--- src/rtl/csi2_pkg.sv ---
// Shared definitions for the CSI-2 RAW10 depacketizer: data types, parser states and
// header field helpers.
package csi2_pkg;

    localparam logic [5:0] DT_FS       = 6'h00;
    localparam logic [5:0] DT_FE       = 6'h01;
    localparam logic [5:0] DT_LS       = 6'h02;
    localparam logic [5:0] DT_LE       = 6'h03;
    localparam logic [7:0] DT_RAW10    = 8'h2B;
    // Data types below this value are short packets (no payload, no CRC).
    localparam logic [5:0] DT_LONG_MIN = 6'h10;

    typedef enum logic [2:0] {
        IDLE,
        HDR,
        PAYLOAD,
        CRC,
        SKIP
    } state_e;

    function automatic logic [1:0] di_vc(input logic [7:0] di);
        return di[7:6];
    endfunction

    function automatic logic [5:0] di_dt(input logic [7:0] di);
        return di[5:0];
    endfunction

    function automatic logic wc_legal(input logic [15:0] wc, input logic [15:0] max_wc);
        return (wc != 16'd0) && (wc <= max_wc) && ((wc % 16'd5) == 16'd0);
    endfunction

endpackage

--- src/rtl/raw10_unpack.sv ---
// Assembles 5-byte RAW10 groups and emits the four 10-bit pixels on the following four
// cycles from a holding register, independent of gaps in the incoming byte stream.
module raw10_unpack (
    input  logic       clk,
    input  logic       rst,
    input  logic       byte_en,
    input  logic [7:0] byte_data,
    input  logic       byte_last,
    input  logic       clear,
    output logic       pix_valid,
    output logic [9:0] pix_data,
    output logic       pix_last
);

    logic [2:0]      idx_q;
    logic [3:0][7:0] msb_q;
    logic [39:0]     hold_q;
    logic [2:0]      cnt_q;
    logic            last_q;
    logic            load;

    assign load = byte_en && !clear && (idx_q == 3'd4);

    always_ff @(posedge clk) begin
        if (rst) begin
            idx_q  <= 3'd0;
            msb_q  <= '0;
            hold_q <= '0;
            cnt_q  <= 3'd0;
            last_q <= 1'b0;
        end else begin
            if (clear) begin
                idx_q <= 3'd0;
            end else if (byte_en) begin
                if (idx_q == 3'd4) begin
                    idx_q <= 3'd0;
                end else begin
                    msb_q[idx_q[1:0]] <= byte_data;
                    idx_q             <= idx_q + 3'd1;
                end
            end

            // A new group needs five bytes, so it can never land while four pixels are
            // still draining; loading simply takes priority.
            if (load) begin
                hold_q <= {msb_q[3], byte_data[7:6], msb_q[2], byte_data[5:4],
                           msb_q[1], byte_data[3:2], msb_q[0], byte_data[1:0]};
                cnt_q  <= 3'd4;
                last_q <= byte_last;
            end else if (cnt_q != 3'd0) begin
                hold_q <= hold_q >> 10;
                cnt_q  <= cnt_q - 3'd1;
            end
        end
    end

    assign pix_valid = (cnt_q != 3'd0);
    assign pix_data  = hold_q[9:0];
    assign pix_last  = last_q && (cnt_q == 3'd1);

endmodule

--- src/rtl/csi2_raw10_depacketizer.sv ---
// CSI-2 packet parser: decodes short and long packet headers from the merged byte stream,
// filters on VC/DT, hands RAW10 payload to the unpacker and keeps frame/error counters.
module csi2_raw10_depacketizer #(
    parameter logic [7:0]  DT_RAW10 = csi2_pkg::DT_RAW10,
    parameter logic [15:0] MAX_WC   = 16'd4000,
    parameter int unsigned LCNT_W   = 12
) (
    input  logic              wb_clk_i,
    input  logic              wb_rst_i,
    input  logic              enable,
    input  logic [1:0]        vc_sel,
    input  logic              byte_valid,
    input  logic              byte_sot,
    input  logic [7:0]        byte_data,
    output logic              pix_valid,
    output logic [9:0]        pix_data,
    output logic              pix_last,
    output logic              fs_pulse,
    output logic              fe_pulse,
    output logic              ls_pulse,
    output logic              le_pulse,
    output logic              frame_active,
    output logic [LCNT_W-1:0] line_cnt,
    output logic              err_wc,
    output logic              err_trunc,
    output logic [7:0]        err_count
);

    import csi2_pkg::state_e;
    import csi2_pkg::IDLE;
    import csi2_pkg::HDR;
    import csi2_pkg::PAYLOAD;
    import csi2_pkg::CRC;
    import csi2_pkg::SKIP;
    import csi2_pkg::DT_FS;
    import csi2_pkg::DT_FE;
    import csi2_pkg::DT_LS;
    import csi2_pkg::DT_LE;
    import csi2_pkg::DT_LONG_MIN;
    import csi2_pkg::di_vc;
    import csi2_pkg::di_dt;
    import csi2_pkg::wc_legal;

    state_e      state_q, state_d;
    logic [7:0]  di_q, di_d;
    logic [7:0]  wc_lo_q, wc_lo_d;
    logic [7:0]  wc_hi_q, wc_hi_d;
    logic [1:0]  hdr_cnt_q, hdr_cnt_d;
    logic [16:0] remaining_q, remaining_d;
    logic        fs_d, fe_d, ls_d, le_d;
    logic        err_wc_d, err_trunc_d, line_inc;
    logic        grp_byte, grp_last, grp_clear;
    logic [15:0] wc;
    logic        vc_match;
    logic [5:0]  dt;
    logic [8:0]  err_sum;

    assign wc       = {wc_hi_q, wc_lo_q};
    assign vc_match = (di_vc(di_q) == vc_sel);
    assign dt       = di_dt(di_q);

    always_comb begin
        state_d     = state_q;
        di_d        = di_q;
        wc_lo_d     = wc_lo_q;
        wc_hi_d     = wc_hi_q;
        hdr_cnt_d   = hdr_cnt_q;
        remaining_d = remaining_q;
        fs_d        = 1'b0;
        fe_d        = 1'b0;
        ls_d        = 1'b0;
        le_d        = 1'b0;
        err_wc_d    = 1'b0;
        err_trunc_d = 1'b0;
        line_inc    = 1'b0;
        grp_byte    = 1'b0;
        grp_last    = 1'b0;
        grp_clear   = 1'b0;

        if (!enable) begin
            state_d = IDLE;
        end else if (byte_valid) begin
            if (byte_sot) begin
                // Any SOT restarts parsing; mid-packet it also abandons the partial group.
                err_trunc_d = (state_q != IDLE);
                grp_clear   = 1'b1;
                di_d        = byte_data;
                hdr_cnt_d   = 2'd0;
                state_d     = HDR;
            end else begin
                case (state_q)
                    HDR: begin
                        hdr_cnt_d = hdr_cnt_q + 2'd1;
                        if (hdr_cnt_q == 2'd0) begin
                            wc_lo_d = byte_data;
                        end else if (hdr_cnt_q == 2'd1) begin
                            wc_hi_d = byte_data;
                        end else begin
                            state_d = IDLE;
                            if (dt < DT_LONG_MIN) begin
                                if (vc_match) begin
                                    fs_d = (dt == DT_FS);
                                    fe_d = (dt == DT_FE);
                                    ls_d = (dt == DT_LS);
                                    le_d = (dt == DT_LE);
                                end
                            end else if (!wc_legal(wc, MAX_WC)) begin
                                err_wc_d    = 1'b1;
                                state_d     = SKIP;
                                remaining_d = {1'b0, wc} + 17'd2;
                            end else if (vc_match && (dt == DT_RAW10[5:0])) begin
                                state_d     = PAYLOAD;
                                remaining_d = {1'b0, wc};
                            end else begin
                                state_d     = SKIP;
                                remaining_d = {1'b0, wc} + 17'd2;
                            end
                        end
                    end
                    PAYLOAD: begin
                        grp_byte    = 1'b1;
                        grp_last    = (remaining_q == 17'd1);
                        remaining_d = remaining_q - 17'd1;
                        if (remaining_q == 17'd1) begin
                            state_d     = CRC;
                            remaining_d = 17'd2;
                        end
                    end
                    CRC: begin
                        line_inc    = (remaining_q == 17'd2);
                        remaining_d = remaining_q - 17'd1;
                        if (remaining_q == 17'd1) begin
                            state_d = IDLE;
                        end
                    end
                    SKIP: begin
                        remaining_d = remaining_q - 17'd1;
                        if (remaining_q == 17'd1) begin
                            state_d = IDLE;
                        end
                    end
                    default: state_d = IDLE;
                endcase
            end
        end
    end

    assign err_sum = {1'b0, err_count} + {8'd0, err_wc_d} + {8'd0, err_trunc_d};

    always_ff @(posedge wb_clk_i) begin
        if (wb_rst_i) begin
            state_q      <= IDLE;
            di_q         <= 8'd0;
            wc_lo_q      <= 8'd0;
            wc_hi_q      <= 8'd0;
            hdr_cnt_q    <= 2'd0;
            remaining_q  <= 17'd0;
            fs_pulse     <= 1'b0;
            fe_pulse     <= 1'b0;
            ls_pulse     <= 1'b0;
            le_pulse     <= 1'b0;
            err_wc       <= 1'b0;
            err_trunc    <= 1'b0;
            frame_active <= 1'b0;
            line_cnt     <= '0;
            err_count    <= 8'd0;
        end else begin
            state_q     <= state_d;
            di_q        <= di_d;
            wc_lo_q     <= wc_lo_d;
            wc_hi_q     <= wc_hi_d;
            hdr_cnt_q   <= hdr_cnt_d;
            remaining_q <= remaining_d;
            fs_pulse    <= fs_d;
            fe_pulse    <= fe_d;
            ls_pulse    <= ls_d;
            le_pulse    <= le_d;
            err_wc      <= err_wc_d;
            err_trunc   <= err_trunc_d;

            if (fs_d) begin
                frame_active <= 1'b1;
            end else if (fe_d) begin
                frame_active <= 1'b0;
            end

            if (fs_d) begin
                line_cnt <= '0;
            end else if (line_inc && (line_cnt != {LCNT_W{1'b1}})) begin
                line_cnt <= line_cnt + {{(LCNT_W-1){1'b0}}, 1'b1};
            end

            err_count <= (err_sum > 9'd255) ? 8'hFF : err_sum[7:0];
        end
    end

    raw10_unpack u_unpack (
        .clk       (wb_clk_i),
        .rst       (wb_rst_i),
        .byte_en   (grp_byte),
        .byte_data (byte_data),
        .byte_last (grp_last),
        .clear     (grp_clear),
        .pix_valid (pix_valid),
        .pix_data  (pix_data),
        .pix_last  (pix_last)
    );

endmodule

--- config.mk ---
export PLATFORM = sky130hd
export DESIGN_NAME = csi2_raw10_depacketizer
export DESIGN_NICKNAME = d
export VERILOG_FILES = /design/src/rtl/csi2_pkg.sv /design/src/rtl/raw10_unpack.sv /design/src/rtl/csi2_raw10_depacketizer.sv
export SDC_FILE = /design/constraint.sdc
export NUM_CORES = 1
export LEC_CHECK = 0
export CORE_MARGIN = 2
export CORE_UTILIZATION = 35
export DETAILED_ROUTE_END_ITERATION = 7
export PLACE_DENSITY = 0.55
export SYNTH_ARGS = -nofsm -noshare
export SYNTH_HDL_FRONTEND = slang
export SYNTH_SLANG_ARGS = --single-unit
--- constraint.sdc ---
create_clock -name wb_clk_i -period 41.1 [get_ports wb_clk_i]
set_clock_uncertainty 0.15 [all_clocks]
set_input_delay 6.165 -clock wb_clk_i [delete_from_list [all_inputs] [get_ports wb_clk_i]]
set_output_delay 6.165 -clock wb_clk_i [all_outputs]
set_load 0.01 [all_outputs]
**After elaboration in Yosys (flattened, before gate mapping)**

Index checks and enable logic that the tools add are counted.

- Flip-flop bits (word level): 152
- Bits in read-only memories: 0
- Word-level logic and storage cells: 172
- Input port bits: 15
- Memories: 0
- Bits in latches: 0
- Bits in writable memories: 0

- Equality and inequality tests: 22
- $lt $le $gt $ge: 5
- Shifts and indexed selects: 0
- Bitwise gates (word level): 9
- Reduce and logical (&&, ||, !) cells: 32
- $mul: 0
- Muxes and demuxes: 71
- Div/mod/pow operators: 1
- $add $sub $neg: 8

Operators by type and width:

| kind | number |
|---|---|
| 17-bit two-way mux | 6 |
| 40-bit two-way mux | 2 |
| 17-bit one-hot mux with 3 select lines | 1 |
| 1-bit two-way mux | 44 |
| 3-bit two-way mux | 11 |
| 32-bit bitwise mux | 1 |
| 16-bit by 2-bit adder with 17-bit output (second input constant) | 1 |
| 17-bit by 1-bit equality test with 1-bit output (second input constant) | 1 |
| 17-bit by 2-bit equality test with 1-bit output (second input constant) | 1 |
| 17-bit by 1-bit subtractor with 17-bit output (second input constant) | 1 |
| 8-bit demux with 2-bit select | 1 |
| 16-bit by 12-bit less-or-equal comparator with 1-bit output (second input constant) | 1 |
| 16-bit logical NOT | 1 |
| 16-bit by 3-bit modulo with 16-bit output (second input constant) | 1 |
| 8-bit two-way mux | 2 |
| 16-bit nonzero test | 1 |
| 12-bit by 1-bit adder with 12-bit output (second input constant) | 1 |
| 6-bit by 2-bit equality test with 1-bit output (second input constant) | 2 |
| 12-bit inequality test (second input constant) | 1 |
| 5-bit AND reduction | 2 |
| 2-bit OR reduction | 5 |
| 8-bit by 1-bit adder with 9-bit output | 1 |
| 9-bit by 1-bit adder with 9-bit output | 1 |
| 9-bit by 8-bit > comparator with 1-bit output (second input constant) | 1 |
| other kinds (29) | 58 |

**Longest topological paths before layout**

- Depth after elaboration: 15
- Mapped depth: 58

**By module**

A second synthesis with hierarchy kept.

- Cells, all modules: 1695
- Area, all modules: 13192.7 sq um

By module, submodules not included:

| module | times used | area an instance (sq um) | cells an instance |
|---|---|---|---|
| csi2_raw10_depacketizer | 1 | 9567.9 | 1345 |
| raw10_unpack | 1 | 3624.7 | 350 |

**Least setup slack after synthesis**

Ideal clock, no wire load.

- Kind: flip-flop to flip-flop
- Start point: register wc_lo_q[1]
- End point: register err_count[4]
- Cell stages (with the launch flop): 54
- Arrival: 13039 ps
- Setup slack: 27775 ps
- Clock period less this slack: 13325 ps
- Required time: 40814 ps
- Buffers on the path: 5
- Setup time: 136 ps
- Cells stage by stage: dfxtp_1 -> buf_2 -> clkinv_1 -> ha_1 -> or3b_1 -> clkbuf_1 -> or4_4 -> a211oi_4 -> nor2_2 -> mux2_4 -> or3_4 -> nor4_1 -> o311ai_1 -> o211ai_4 -> mux2i_4 -> xnor2_2 -> a2111oi_4 -> nor2_2 -> [... 18 more ...] -> inv_1 -> ha_1 -> inv_1 -> o21a_1 -> o2111ai_4 -> a21o_1 -> buf_2 -> a211oi_1 -> nor2_1 -> or4b_4 -> a2111oi_4 -> a21boi_0 -> fa_1 -> ha_1 -> nand3_1 -> nor2_1 -> nand3_1 -> a31oi_1

- Word-level cells in the longest chain between the ends: 15
- Elaborated cells between the ends (all ways): 18

RTL lines:

| element | RTL line | RTL |
|---|---|---|
| start: declaration | csi2_raw10_depacketizer.sv:46 | `logic [7:0] wc_lo_q, wc_lo_d;` |
| start signal: assignment | csi2_raw10_depacketizer.sv:170 | `wc_lo_q <= wc_lo_d;` |
| 16-bit by 3-bit modulo with 16-bit output, or another cell as far along | csi2_pkg.sv:30 | `return (wc != 16'd0) && (wc <= max_wc) && ((wc % 16'd5) == 16'd0);` |
| 16-bit logical NOT or 1-bit logical AND (tied branches) | csi2_pkg.sv:30 |  |
| 1-bit logical AND (*) | csi2_pkg.sv:30 |  |
| 1-bit two-way mux (*) | csi2_raw10_depacketizer.sv:107 | `end else if (!wc_legal(wc, MAX_WC)) begin` |
| 1-bit two-way mux (*) | csi2_raw10_depacketizer.sv:100 | `if (dt < DT_LONG_MIN) begin` |
| 1-bit two-way mux (*) | csi2_raw10_depacketizer.sv:96 | `end else if (hdr_cnt_q == 2'd1) begin` |
| 1-bit two-way mux (*) | csi2_raw10_depacketizer.sv:94 | `if (hdr_cnt_q == 2'd0) begin` |
| 1-bit two-way mux (*) | csi2_raw10_depacketizer.sv:91 | `case (state_q)` |
| 1-bit two-way mux (*) | csi2_raw10_depacketizer.sv:83 | `if (byte_sot) begin` |
| 1-bit two-way mux (*) | csi2_raw10_depacketizer.sv:82 | `end else if (byte_valid) begin` |
| 1-bit two-way mux (*) | csi2_raw10_depacketizer.sv:80 | `if (!enable) begin` |
| via err_wc_d | csi2_raw10_depacketizer.sv:51 | `logic err_wc_d, err_trunc_d, line_inc;` |
| 8-bit by 1-bit adder with 9-bit output (*) | csi2_raw10_depacketizer.sv:148 | `assign err_sum = {1'b0, err_count} + {8'd0, err_wc_d} + {8'd0, err_trunc_d};` |
| 9-bit by 1-bit adder with 9-bit output (*) | csi2_raw10_depacketizer.sv:148 |  |
| 9-bit by 8-bit > comparator with 1-bit output | csi2_raw10_depacketizer.sv:193 | `err_count <= (err_sum > 9'd255) ? 8'hFF : err_sum[7:0];` |
| 8-bit two-way mux (*) | csi2_raw10_depacketizer.sv:193 |  |
| end signal: assignment | csi2_raw10_depacketizer.sv:193 |  |
| end: declaration | csi2_raw10_depacketizer.sv:26 | `output logic [7:0] err_count` |

The timed path passes the listed nets; every way through them passes the cells marked *.
A chain may end at the register's enable or synchronous reset.

**Worst setup path after layout**

Ends and elaborated chain as after synthesis.

==> summary.txt <==
Power
  • LEAKAGE: 5.05 nW
  • Net load switching power: 0.0000985 W
  • Power density relative to cell area: 25.7 nW/µm²
  • Design internal power: 0.000266 W
  • Part of the total power dissipated in sequential elements: 0.410
  • Relative contribution of combinational cells to total power: 0.123
  • Switch share: 0.270
  • Highest ir drop seen on vdd: 0.0241 mV
  • Fraction of power consumed by the clock network: 0.467

Floorplan
  • Count of pins on the block boundary: 54
  • Die Area: 38400 µm²
  • Height of the chip: 196 µm
  • Row count: 70
  • Horizontal die dimension: 196 µm
  • Initial Utilization: 0.354
  • Core Footprint: 36400 µm²

Worst setup path
  • Nature of the critical path startpoint: register
  • Largest stage delay on the critical path: 0.87 ns
  • Data required time at the worst endpoint: 41.26 ns
  • Worst setup path category: register to register
  • Arrival time worst endpoint: 16.86 ns
  • Cell with the largest stage delay on the worst path: sky130_fd_sc_hd__o32ai_2
  • Cell repeated most along the worst path: sky130_fd_sc_hd__nor2_1
  • Highest fanout seen on the critical path: 22
  • Critical path endpoint category: register

Route
  • DRC violation count after routing: 0
  • Overall via count from detail_route: 13100
  • Final antenna-violating net count: 0
  • WL final: 41.0 mm
  • Starting DRT DRC Count: 1260
  • Router iterations before antenna repair: 6
  • Via density: 6.05
  • Average wire per standard cell: 19.0 µm

Yosys
  • Number of synthesized flops with an enable pin: 0
  • Synth cell types: 125
  • Post-Syn Area: 12900 µm²
  • Leading cell types by total area after synthesis: sky130_fd_sc_hd__dfxtp_1 (24%), sky130_fd_sc_hd__nor2_1 (5.5%), sky130_fd_sc_hd__nand2_1 (5.0%), sky130_fd_sc_hd__a21oi_1 (5.0%), sky130_fd_sc_hd__mux2i_1 (5.0%)
  • Commonest register cell after synthesis: sky130_fd_sc_hd__dfxtp_1
  • Flip-flop and latch count after synthesis: 152
  • Most area-hungry cell type in the Yosys netlist: sky130_fd_sc_hd__dfxtp_1
  • Gate Count Post-Synth: 1715
  • Share of synthesized area occupied by flip-flops and latches: 0.236
  • Fraction of registers with async set or reset after synthesis: 0
  • Post-Synthesis Net Count: 1752
  • Fraction of synthesized cell area taken by the top area cell type: 0.236
  • Per-instance average area after synthesis: 7.51 µm²
  • Most used standard cell by instance count after synthesis: sky130_fd_sc_hd__nor2_1
  • Top cells by instance count after synthesis: sky130_fd_sc_hd__nor2_1 (189), sky130_fd_sc_hd__nand2_1 (173), sky130_fd_sc_hd__dfxtp_1 (152)
  • YS warnings: 0

Clock tree
  • Bufs on Longest Clock Path: 2
  • Number of cells upsized or downsized after cts: 0
  • H-tree lvl count: 4
  • Insertion delay to the later sink of the worst-skew pair: 0.43 ns
  • Clock tree from TritonCTS: yes
  • Total number of clock tree sinks: 152
  • Hold buffers post-CTS: 0
  • Setup repair bufs after CTS: 0
  • TritonCTS Buffers: 17
  • Clock root buffer: sky130_fd_sc_hd__clkbuf_16
  • Clk pin slew, worst setup/hold paths: 0.07 ns

STA
  • Slew headroom: 0.271
  • Crit share post-route: 0.406
  • Final-report setup violation count: 0
  • Summed negative setup slack over all endpoints: 0 ns
  • Setup ws final: 24.40 ns
  • Slew of the pin with the lowest slew margin: 1.09 ns
  • Min Hold Slack: 0.294 ns
  • Final hold violations: 0
  • Final worst path period need: 16.70 ns
  • Highest attainable clock frequency: 59.9 MHz
  • Count of pins over their slew limit: 0
  • Unrepaired setup endpoints after global routing: false

Final layout
  • Post-layout util: 0.390
  • Net count, final: 1717
  • Proportion of layout cells with a drive suffix above 1: 0.0856
  • Area used by sequential logic in the layout: 3040 µm²
  • Final-layout fill cell count: 3845
  • Multi-input combinational cell area: 9200 µm²
  • Syn-to-layout area delta: 10.3%
  • Number of non-filler instances in the completed layout: 2162

Placement
  • Number of buffers inserted by port buffering: 53
  • Number of cells in the design after placement: 2129
  • Dpl hpwl: 29.7 mm
  • GP Congestion: 0.919
  • Setup slack after placement: 24.72 ns

Global routing
  • Global-route wire length before repair: 66.6 mm
  • Pin count of the biggest net entering global routing: 105
  • Remaining global-route overflow: 0
  • Antenna violations before repair: 0
  • GRT Resource Usage Total: 0.211
  • Number of global-route vias before repair: 12000

Run
  • Maxcap violations: 0

Min path
  • Tightest Hold Check Type: register to register

Run status
  • Run status: completed
==> metal layers <==
metal,GRT usage,vias up,wire length (µm)
met5,0,-,0
met4,0.0415,0,425
met1,0.307,6259,19800
li1,-,6345,-
met3,0.0296,38,2220
met2,0.331,448,18600
==> through the flow <==
stage	total power, W	instance area [µm²]
after floorplan	0.000188	12900
after global placement	0.000198	13600
after detailed placement	0.000198	13600
after CTS	0.000369	14200
after global routing	0.000379	14200
final	0.000365	14200
==> sequential cells by signal, indices dropped and copies added (netlist names), 2 cells and up <==
name             flops
wc_lo_q              8
u_unpack.cnt_q       3
u_unpack.idx_q       3
di_q                 8
hdr_cnt_q            2
wc_hi_q              8
remaining_q         17
state_q              3
line_cnt            12
u_unpack.msb_q      32
u_unpack.hold_q     40
err_count            8
==> logic make-up (layout without fill, tap and decap cells) <==
family	count (synthesis)	after routing	synth area share
adders and majority gates	22	22	0.0219
muxes	77	77	0.0638
buffers and inverters	152	130	0.0512
AOI/OAI and AO/OA	531	531	0.303
other	0	1	0
DFF	152	152	0.236
xor gates and xnor gates	73	73	0.0540
and+or+nand+nor	708	708	0.270
==> layout by cell type (no fill, tap or decap), drive strengths merged, types with 54 or more instances in the layout <==
cell / count
nand2: 173
o21ai: 85
nor3: 73
xnor2: 54
nand3: 86
a21oi: 133
mux2i: 68
dfxtp: 152
nor2: 193
a211oi: 66
==> worst paths after layout <==
path,startpoint,end,slack (ns),cells after the start
max,wc_lo_q[1],err_count[4],24.40,44
min reg2reg,u_unpack.msb_q[24],u_unpack.hold_q[32],0.29,2
max reg2reg,wc_lo_q[1],err_count[4],24.40,44
min,u_unpack.msb_q[24],u_unpack.hold_q[32],0.29,2
==> layout make-up <==
type | count | area share
clock inverter | 14 | 0.0145
tap | 468 | 0.0412
clock buffer | 18 | 0.0309
sequential | 152 | 0.214
inverter | 34 | 0.00898
timing repair buffer | 64 | 0.0430
antenna | 1 | 0.000176
multi-input combinational | 1411 | 0.647
==> power groups by stage <==
stage	clock, W	sequential [W]	combinational, W
final	0.000170	0.000149	0.0000450
after global routing	0.000180	0.000150	0.0000490
after CTS	0.000174	0.000149	0.0000454
after detailed placement	0	0.000153	0.0000453
after global placement	0	0.000153	0.0000450
after floorplan	0	0.000152	0.0000352
==> worst max-delay path: cells and delay by family, from the launching register on <==
kind	cells	cell delay, ns
AO/OA/AOI/OAI	23	7.90
XOR/XNOR	1	0.52
adder cells (fa/ha/maj)	3	1.11
buffers and inverters	1	0.48
flip-flops	1	0.62
multiplexers	3	0.97
AND/OR/NAND/NOR	13	4.81
No activity file was read; power rests on OpenSTA's default activity.
